<file path="src/rtl/wb_commit_stage_pkg.sv">
// Shared definitions for the write-back commit stage: opcode-info bit
// positions, load funct3 encodings and the FSM state type.
package wb_commit_stage_pkg;

  localparam int OP_JAL  = 9;
  localparam int OP_JALR = 8;
  localparam int OP_LOAD = 3;

  localparam logic [2:0] F3_LB  = 3'b000;
  localparam logic [2:0] F3_LH  = 3'b001;
  localparam logic [2:0] F3_LW  = 3'b010;
  localparam logic [2:0] F3_LD  = 3'b011;
  localparam logic [2:0] F3_LBU = 3'b100;
  localparam logic [2:0] F3_LHU = 3'b101;
  localparam logic [2:0] F3_LWU = 3'b110;

  typedef enum logic {
    IDLE      = 1'b0,
    WAIT_LOAD = 1'b1
  } state_t;

endpackage

</file>
<file path="src/rtl/wb_commit_stage_if.sv">
// Memory-stage to write-back handshake bundle.
// Handshake: an instruction transfers on a rising edge where m_valid && m_ready;
// m_* payload is only sampled on that edge, and m_ready never depends on m_valid.
interface wb_commit_stage_if #(
  parameter int WIDTH    = 64,
  parameter int OP_SIZE  = 12,
  parameter int GPR_SIZE = 5
);
  logic                m_valid;
  logic                m_ready;
  logic [OP_SIZE-1:0]  m_opcode_info;
  logic [2:0]          m_funct3;
  logic [WIDTH-1:0]    m_alu_result;
  logic [WIDTH-1:0]    m_pc;
  logic [GPR_SIZE-1:0] m_rd;
  logic                m_reg_wen;

  modport master (
    output m_valid, m_opcode_info, m_funct3, m_alu_result, m_pc, m_rd, m_reg_wen,
    input  m_ready
  );

  modport slave (
    input  m_valid, m_opcode_info, m_funct3, m_alu_result, m_pc, m_rd, m_reg_wen,
    output m_ready
  );
endinterface

</file>
<file path="src/rtl/wb_load_align.sv">
// Combinational load aligner: shifts the raw word down to the addressed byte
// and sign/zero-extends according to funct3.
module wb_load_align
  import wb_commit_stage_pkg::*;
#(
  parameter int WIDTH = 64,
  localparam int OFF_W = $clog2(WIDTH / 8)
) (
  input  logic [WIDTH-1:0] raw,
  input  logic [OFF_W-1:0] offset,
  input  logic [2:0]       funct3,
  output logic [WIDTH-1:0] data
);

  logic [WIDTH-1:0] shifted;

  assign shifted = raw >> {offset, 3'b000};

  // At WIDTH=32 the 32-bit extensions collapse to the full word, so LWU and
  // LD naturally behave as LW without a special case.
  always_comb begin
    data = shifted;
    case (funct3)
      F3_LB:   data = WIDTH'($signed(shifted[7:0]));
      F3_LH:   data = WIDTH'($signed(shifted[15:0]));
      F3_LW:   data = WIDTH'($signed(shifted[31:0]));
      F3_LBU:  data = WIDTH'(shifted[7:0]);
      F3_LHU:  data = WIDTH'(shifted[15:0]);
      F3_LWU:  data = WIDTH'(shifted[31:0]);
      default: data = shifted;
    endcase
  end

endmodule

</file>
<file path="src/rtl/wb_commit_stage.sv">
// Registered write-back stage: commits one instruction per cycle, parks loads
// in WAIT_LOAD until data returns, and counts retired instructions.
module wb_commit_stage
  import wb_commit_stage_pkg::*;
#(
  parameter int WIDTH     = 64,
  parameter int OP_SIZE   = 12,
  parameter int GPR_SIZE  = 5,
  parameter int CNT_WIDTH = 64
) (
  input  logic                 clk,
  input  logic                 rst_n,
  wb_commit_stage_if.slave     m,
  input  logic                 mem_rvalid,
  input  logic [WIDTH-1:0]     mem_rdata,
  output logic                 wb_reg_wen,
  output logic [GPR_SIZE-1:0]  wb_rd,
  output logic [WIDTH-1:0]     wb_data,
  output logic [CNT_WIDTH-1:0] retire_cnt,
  output state_t               state_dbg
);

  localparam int OFF_W = $clog2(WIDTH / 8);

  state_t              state;
  logic [2:0]          ld_funct3;
  logic [OFF_W-1:0]    ld_off;
  logic [GPR_SIZE-1:0] ld_rd;
  logic                ld_wen;
  logic [WIDTH-1:0]    load_data;
  logic                is_load;
  logic                is_jump;
  logic                unused_opcode;

  assign is_load       = m.m_opcode_info[OP_LOAD];
  assign is_jump       = m.m_opcode_info[OP_JAL] | m.m_opcode_info[OP_JALR];
  assign unused_opcode = ^m.m_opcode_info;
  assign m.m_ready     = (state == IDLE);
  assign state_dbg     = state;

  wb_load_align #(.WIDTH(WIDTH)) u_align (
    .raw    (mem_rdata),
    .offset (ld_off),
    .funct3 (ld_funct3),
    .data   (load_data)
  );

  always_ff @(posedge clk or negedge rst_n) begin
    if (!rst_n) begin
      state      <= IDLE;
      ld_funct3  <= '0;
      ld_off     <= '0;
      ld_rd      <= '0;
      ld_wen     <= 1'b0;
      wb_reg_wen <= 1'b0;
      wb_rd      <= '0;
      wb_data    <= '0;
      retire_cnt <= '0;
    end else begin
      // Write strobe is a single-cycle pulse; rd/data hold between commits.
      wb_reg_wen <= 1'b0;
      case (state)
        IDLE: begin
          if (m.m_valid) begin
            if (is_load) begin
              ld_funct3 <= m.m_funct3;
              ld_off    <= m.m_alu_result[OFF_W-1:0];
              ld_rd     <= m.m_rd;
              ld_wen    <= m.m_reg_wen;
              state     <= WAIT_LOAD;
            end else begin
              wb_reg_wen <= m.m_reg_wen && (m.m_rd != '0);
              wb_rd      <= m.m_rd;
              wb_data    <= is_jump ? (m.m_pc + WIDTH'(4)) : m.m_alu_result;
              retire_cnt <= retire_cnt + CNT_WIDTH'(1);
            end
          end
        end
        WAIT_LOAD: begin
          if (mem_rvalid) begin
            wb_reg_wen <= ld_wen && (ld_rd != '0);
            wb_rd      <= ld_rd;
            wb_data    <= load_data;
            retire_cnt <= retire_cnt + CNT_WIDTH'(1);
            state      <= IDLE;
          end
        end
        default: state <= IDLE;
      endcase
    end
  end

endmodule

</file>
<file path="src/flat_wrapper.sv">
// flat-port wrapper written by rule: the top's interface ports become plain ports
module wb_commit_stage_flat import wb_commit_stage_pkg::*;
#(
  parameter int WIDTH     = 64,
  parameter int OP_SIZE   = 12,
  parameter int GPR_SIZE  = 5,
  parameter int CNT_WIDTH = 64
)
  (clk, rst_n, mem_rvalid, mem_rdata, wb_reg_wen, wb_rd, wb_data, retire_cnt, state_dbg, m_m_valid, m_m_opcode_info, m_m_funct3, m_m_alu_result, m_m_pc, m_m_rd, m_m_reg_wen, m_m_ready);
  wb_commit_stage_if #(.WIDTH(WIDTH), .OP_SIZE(OP_SIZE), .GPR_SIZE(GPR_SIZE)) m_i ();
  input  logic clk;
  input  logic rst_n;
  input  logic mem_rvalid;
  input  logic [WIDTH-1:0] mem_rdata;
  output logic wb_reg_wen;
  output logic [GPR_SIZE-1:0] wb_rd;
  output logic [WIDTH-1:0] wb_data;
  output logic [CNT_WIDTH-1:0] retire_cnt;
  output state_t state_dbg;
  input wire logic [$bits(m_i.m_valid)-1:0] m_m_valid;
  input wire logic [$bits(m_i.m_opcode_info)-1:0] m_m_opcode_info;
  input wire logic [$bits(m_i.m_funct3)-1:0] m_m_funct3;
  input wire logic [$bits(m_i.m_alu_result)-1:0] m_m_alu_result;
  input wire logic [$bits(m_i.m_pc)-1:0] m_m_pc;
  input wire logic [$bits(m_i.m_rd)-1:0] m_m_rd;
  input wire logic [$bits(m_i.m_reg_wen)-1:0] m_m_reg_wen;
  output wire logic [$bits(m_i.m_ready)-1:0] m_m_ready;
  assign m_i.m_valid = m_m_valid;
  assign m_i.m_opcode_info = m_m_opcode_info;
  assign m_i.m_funct3 = m_m_funct3;
  assign m_i.m_alu_result = m_m_alu_result;
  assign m_i.m_pc = m_m_pc;
  assign m_i.m_rd = m_m_rd;
  assign m_i.m_reg_wen = m_m_reg_wen;
  assign m_m_ready = m_i.m_ready;
  wb_commit_stage #(.WIDTH(WIDTH), .OP_SIZE(OP_SIZE), .GPR_SIZE(GPR_SIZE), .CNT_WIDTH(CNT_WIDTH)) u_core (.clk(clk), .rst_n(rst_n), .m(m_i), .mem_rvalid(mem_rvalid), .mem_rdata(mem_rdata), .wb_reg_wen(wb_reg_wen), .wb_rd(wb_rd), .wb_data(wb_data), .retire_cnt(retire_cnt), .state_dbg(state_dbg));
endmodule
</file>
<file path="config.mk">
export PLATFORM = sky130hd
export DESIGN_NAME = wb_commit_stage_flat
export DESIGN_NICKNAME = d
export VERILOG_FILES = /design/src/rtl/wb_commit_stage_pkg.sv /design/src/rtl/wb_commit_stage_if.sv /design/src/rtl/wb_load_align.sv /design/src/rtl/wb_commit_stage.sv /design/src/flat_wrapper.sv
export SDC_FILE = /design/constraint.sdc
export NUM_CORES = 1
export LEC_CHECK = 0
export CORE_ASPECT_RATIO = 0.5
export CORE_UTILIZATION = 42
export CTS_CLUSTER_DIAMETER = 200
export DETAILED_ROUTE_END_ITERATION = 10
export GPL_TIMING_DRIVEN = 0
export PLACE_DENSITY = 0.78
export SLEW_MARGIN = 25
export SYNTH_ARGS = -nofsm -noshare
export SYNTH_HDL_FRONTEND = slang
export SYNTH_SLANG_ARGS = --single-unit
</file>
<file path="constraint.sdc">
create_clock -name clk -period 2.2 [get_ports clk]
set_input_delay 0.22 -clock clk [delete_from_list [all_inputs] [get_ports clk]]
set_output_delay 0.22 -clock clk [all_outputs]
set_load 0.03 [all_outputs]
</file>
# Yosys cells after proc, flatten, opt, wreduce, memory -nomap -nowiden
# Index checks and enable logic that the tools add are counted.
# op_classes
n_addsub	2
n_eq_ne	8
shifts	1
muxes	22
bitwise	2
reduce_logical	7
# op_table
cell	n
$mux W64	7
$pmux W64 S6	1
$pmux W64 S2	2
$add A64 B1 Y64 const B	1
$add A64 B3 Y64 const B	1
$shr A64 B6 Y64	1
$mux W5	3
$pmux W5 S2	1
$reduce_bool A5 Y1	2
$eq A3 B3 Y1 const B	3
$mux W1	6
$ne A2 B2 Y1 const B	3
$reduce_and A3 Y1	2
$pmux W1 S2	2
$eq A3 B1 Y1 const B	1
$eq A3 B2 Y1 const B	1
$logic_not A3 Y1	1
$logic_and A1 B1 Y1	2
$not A1 Y1	1
$or A1 B1 Y1	1
# word_totals
regBits	147
inputBits	217
output_inout_bits	136

# Longest topological paths before layout
# Gate-level depths: netlist of the first run.
# logic_depth
depth_word	5
ltp_mapped	9
depth_no_buf	7

# Hierarchy
# Synthesis of the first run repeated with hierarchy kept, for this count alone.
# unflattened
hier_cells	1304
hier_area_um2	11399.7
# by_module_without_submodules
module	instances	cells_each	area_each_um2	seq_area_each_um2
wb_commit_stage	1	1011	9061.2	3678.5
wb_load_align	1	293	2338.5	0.0

# Least setup slack after synthesis of the first run
# No wires, ideal clock.
# synth_path
kind	reg2reg
from	register u_core.retire_cnt[13]
to	register u_core.retire_cnt[62]
arrival_time_ps	2222
path_slack_ps	-155
stages_incl_launch_ff	7
path_buffers	0
synth_period_minus_slack_ps	2355
cell_sequence	dfrtp_1 > nand4_2 > or4_4 > nor4_4 > nand3_1 > or3_1 > xnor2_1
# synth_between
elab_chain_len	4
# synth_lines
element	line_no	rtl
start: declaration	wb_commit_stage.sv:19	output logic [CNT_WIDTH-1:0] retire_cnt,
start signal: assignment	wb_commit_stage.sv:75	retire_cnt <= retire_cnt + CNT_WIDTH'(1);
start signal: assignment	wb_commit_stage.sv:84	retire_cnt <= retire_cnt + CNT_WIDTH'(1);
$add A64 B1 Y64 *	wb_commit_stage.sv:75, wb_commit_stage.sv:84	
$mux W64	wb_commit_stage.sv:65	if (is_load) begin
$mux W64	wb_commit_stage.sv:64	if (m.m_valid) begin
$pmux W64 S2 *	wb_commit_stage.sv:62	case (state)
# Every way passes the cells marked *; elsewhere a longest branch is shown, timed or not. The select of a mux whose other input is x is not followed.
# A chain may end at the register's enable or synchronous reset.

# Worst setup path after layout of the first run
# layout_path
from	register u_core.ld_off[2]
to	register u_core.wb_data[43]
# layout_between
elab_chain_len	4
# layout_lines
element	line_no	rtl
start: declaration	wb_commit_stage.sv:27	logic [OFF_W-1:0] ld_off;
start signal: assignment	wb_commit_stage.sv:67	ld_off <= m.m_alu_result[OFF_W-1:0];
$shr A64 B6 Y64	wb_load_align.sv:17	assign shifted = raw >> {offset, 3'b000};
$pmux W64 S6	wb_load_align.sv:23	case (funct3)
$mux W64	wb_commit_stage.sv:80	if (mem_rvalid) begin
$pmux W64 S2	wb_commit_stage.sv:62	
end signal: assignment	wb_commit_stage.sv:74	wb_data <= is_jump ? (m.m_pc + WIDTH'(4)) : m.m_alu_result;
end signal: assignment	wb_commit_stage.sv:83	wb_data <= load_data;
end: declaration	wb_commit_stage.sv:18	output logic [WIDTH-1:0] wb_data,
# No other way between the ends. The select of a mux whose other input is x is not followed.

==> metrics, run 1 <==
status finished, violations left; failing checks negative setup slack; commonest non-fill, non-tap cells in the layout clkdlybuf4s50_1 (328), dfrtp_1 (128), nand2_1 (127), nor2_1 (83), xnor2_1 (75); Post-synth EDFFs 0; Synth Flop Type dfrtp_1; Netlist Area Pre-Place roughly 10000 sq um; Initial Util a little over two fifths; Syn Nets roughly 1400; Lkg Pwr roughly 6.4 nW; Synth area leaders dfrtp_1 (36%), xnor2_1 (6.4%), mux2i_1 (4.8%); clock network latency to the later pin of the worst-skew pair between 0.4 and 0.5 ns; routed vias/inst 6.110; root buffer cell clkbuf_16; Post-Synthesis Cells around 1200; total grt overflow 0; largest family of logic cells by synthesized area simple AND/OR/NAND/NOR gates; VDD IR max between 0.0006 and 0.0007 V; commonest non-fill, non-tap cell in the layout clkdlybuf4s50_1; Setup Viol. Count Final 23; CP Capture Type flip-flop; Iter 0 DRT Violations 1471; FF+latch count, synth 147; crit-path cells buf_6 -> mux4_2 -> nor2_2 -> and4b_4 -> nor4_4 -> buf_6 -> buf_8 -> o21ai_2 -> and3_1; core area 24070 sq um; crit path kind reg2reg; area share of the largest cell type after synthesis between 30% and 40%; PortBufs ~340; synthesized-area fraction occupied by adder cells less than 1%; critical path fanouts, max 8; post-layout min period 2.292 ns; Multi-input gate area a little under 7000 sq um; proportion of synthesized area in mux cells ~10%; CP max stage cell mux4_2; # Max-Cap Violations 0; XOR/XNOR share of the synthesized area between 8 and 9%; drt drc 0; pwr/cell area approximately 760 nW/um^2; Max stage delay on crit path approximately 0.55 ns; final worst setup slack -0.09178 ns; Ports 353; GPL Wtd Cong about 1.0; routed len/inst 24.18 um; drt first pass iters 5; Finished Core Util about 67%; vias in the first global route between 10000 and 15000; Clock transition at path regs about 0.060 ns; dpl hpwl approximately 36 mm; Die ar. around 25000 sq um; period utilisation layout 104.2%; die height approximately 110 um; cell row count 40; FF+latch area 3702 sq um; CP arrival 2.63 ns; Max clock buf depth 2; GRT Total Usage 36.20%; WP data required 2.54 ns; Detail Route Antenna Nets 0; CTS buffer count 17; pre-CTS setup slack -0.8911 ns; Routed WL approximately 47 mm; actual slew at the worst max-slew pin 0.7205 ns; fin nets about 1800; Filler Cells Inserted between 1500 and 2000; initial antenna violation count 1; first-pass GRT wire length slightly below 70 mm; Top cell by count, worst path buf_6; # diodes 0; Max Fclk ~0.44 GHz; Max Clock Skew 0.01456 ns; Die Width approximately 220 um; CTS tree yes; nature of the critical path startpoint flip-flop; sequential area share after synthesis between 30% and 40%; Synth async-reset ratio 100.0%; compound-gate portion of the synthesized area around 18%; vias post-DR 11866; P&R area growth vs syn 55.46%; Hold Path Class in2reg; Ys Warns 0; Max-slew headroom just over 50%; clk sink count 147; RSZ-0062 raised after global routing yes; largest net degree at the start of global routing 75; Yosys cell types just over 70; Max Slew Vio Count 0; Final Hold Viols 0; area leader, netlist dfrtp_1; Synth Area per Inst approximately 8.8 sq um; H-tree Lvls 4; share of layout cells above drive strength 1 between 15 and 20%; Synth Area in Simple Gates around 23%
==> Yosys cell counts (all sizes together) (31+ instances only) <==
cell    number
xor2        31
xnor2       75
nand3       50
dfrtp      147
nand2      129
nand4       52
buf         31
nor2        94
o21ai       78
a21oi       59
clkbuf      40
mux2i       50
==> worst max-delay path: cells and delay by family (launching register included) <==
kind                   cells  cell delay [ns]
buffers and inverters      3             0.46
DFF                        1             0.34
muxes                      1             0.55
AOI/OAI and AO/OA          1             0.08
and+or+nand+nor            4             0.75
==> through the flow <==
step	hold slack (ns)	power (mW)	instance area [sq um]	cells	TNS, ns
after CTS	0.3479	11.87	15460	1918	-0.2724
after global routing	0.2656	12.62	16050	1942	-3.665
after global placement	0.4614	8.686	14210	1852	-802.06
final	0.2300	12.24	16050	1942	-1.024
after detailed placement	0.2253	8.726	14250	1853	-65.75
after floorplan	-0.07559	6.338	10360	1173	-0.3371
==> cell families (layout without fill, tap and decap cells) <==
logic type | Yosys count | count (layout)
DFF | 147 | 147
and+or+nand+nor | 452 | 453
muxes | 89 | 89
adders and majority gates | 2 | 2
AOI/OAI and AO/OA | 282 | 282
buffers and inverters | 95 | 527
xor gates and xnor gates | 106 | 106
==> registers in the layout (all words and copies together), names as in the netlist <==
| signal | cells |
|---|---|
| u_core.wb_data | 64 |
| u_core.state_dbg | 1 |
| u_core.wb_rd | 5 |
| u_core.ld_off | 3 |
| u_core.retire_cnt | 64 |
| u_core.ld_funct3 | 3 |
| u_core.wb_reg_wen | 1 |
| u_core.ld_wen | 1 |
| u_core.ld_rd | 5 |
==> final timing paths <==
check | from | end | slack, ns | depth (start not counted)
setup reg to reg | u_core.ld_off[2] | u_core.wb_data[43] | -0.09 | 9
min in group asynchronous | rst_n | u_core.retire_cnt[10] | 0.31 | 2
setup / recovery | u_core.ld_off[2] | u_core.wb_data[43] | -0.09 | 9
hold / removal | m_m_pc[21] | u_core.wb_data[21] | 0.23 | 3
hold reg to reg | u_core.wb_data[8] | u_core.wb_data[8] | 0.48 | 2
max in group asynchronous | rst_n | u_core.wb_data[34] | 1.07 | 3
==> power by group <==
part / internal (mW) / total (mW) / switching, mW / leakage (nW)
combinational: 2.44 / 5.80 / 3.35 / 4.34
sequential: 3.19 / 3.60 / 0.407 / 1.81
clock: 1.62 / 2.84 / 1.22 / 0.267
total: 7.26 / 12.2 / 4.98 / 6.42
==> what timing repair did <==
action	4_1_cts	5_1_grt
setup endpoints to repair	122	85
hold buffers	1	0
hold endpoints to repair	73	0
gates resized for setup	117	108
buffers inserted	35	23
pin swaps	19	32
gates cloned	2	1
==> layer usage <==
metal / routed length (um) / vias up / GRT usage, %
met1: 19640 / 5936 / 49.65
met2: 21610 / 659 / 56.78
met4: 1283 / 0 / 11.83
met3: 4413 / 99 / 8.180
met5: 0 / - / 0
li1: - / 5172 / -
==> layout make-up <==
class	count	share of cell area [%]
timing repair buffer	405	24.96
buffer	66	2.760
clock buffer	22	2.892
inverter	24	0.5769
sequential	147	23.07
tap	336	2.619
multi-input combinational	932	42.50
clock inverter	10	0.6315
Power figures use the tool's default switching activity.
==> run 2: changes to the inputs <==
- CAP_MARGIN: default -> 30
==> results of run 2 <==
Same layout as run 1: the final DEF is identical, and so are final timing and power.
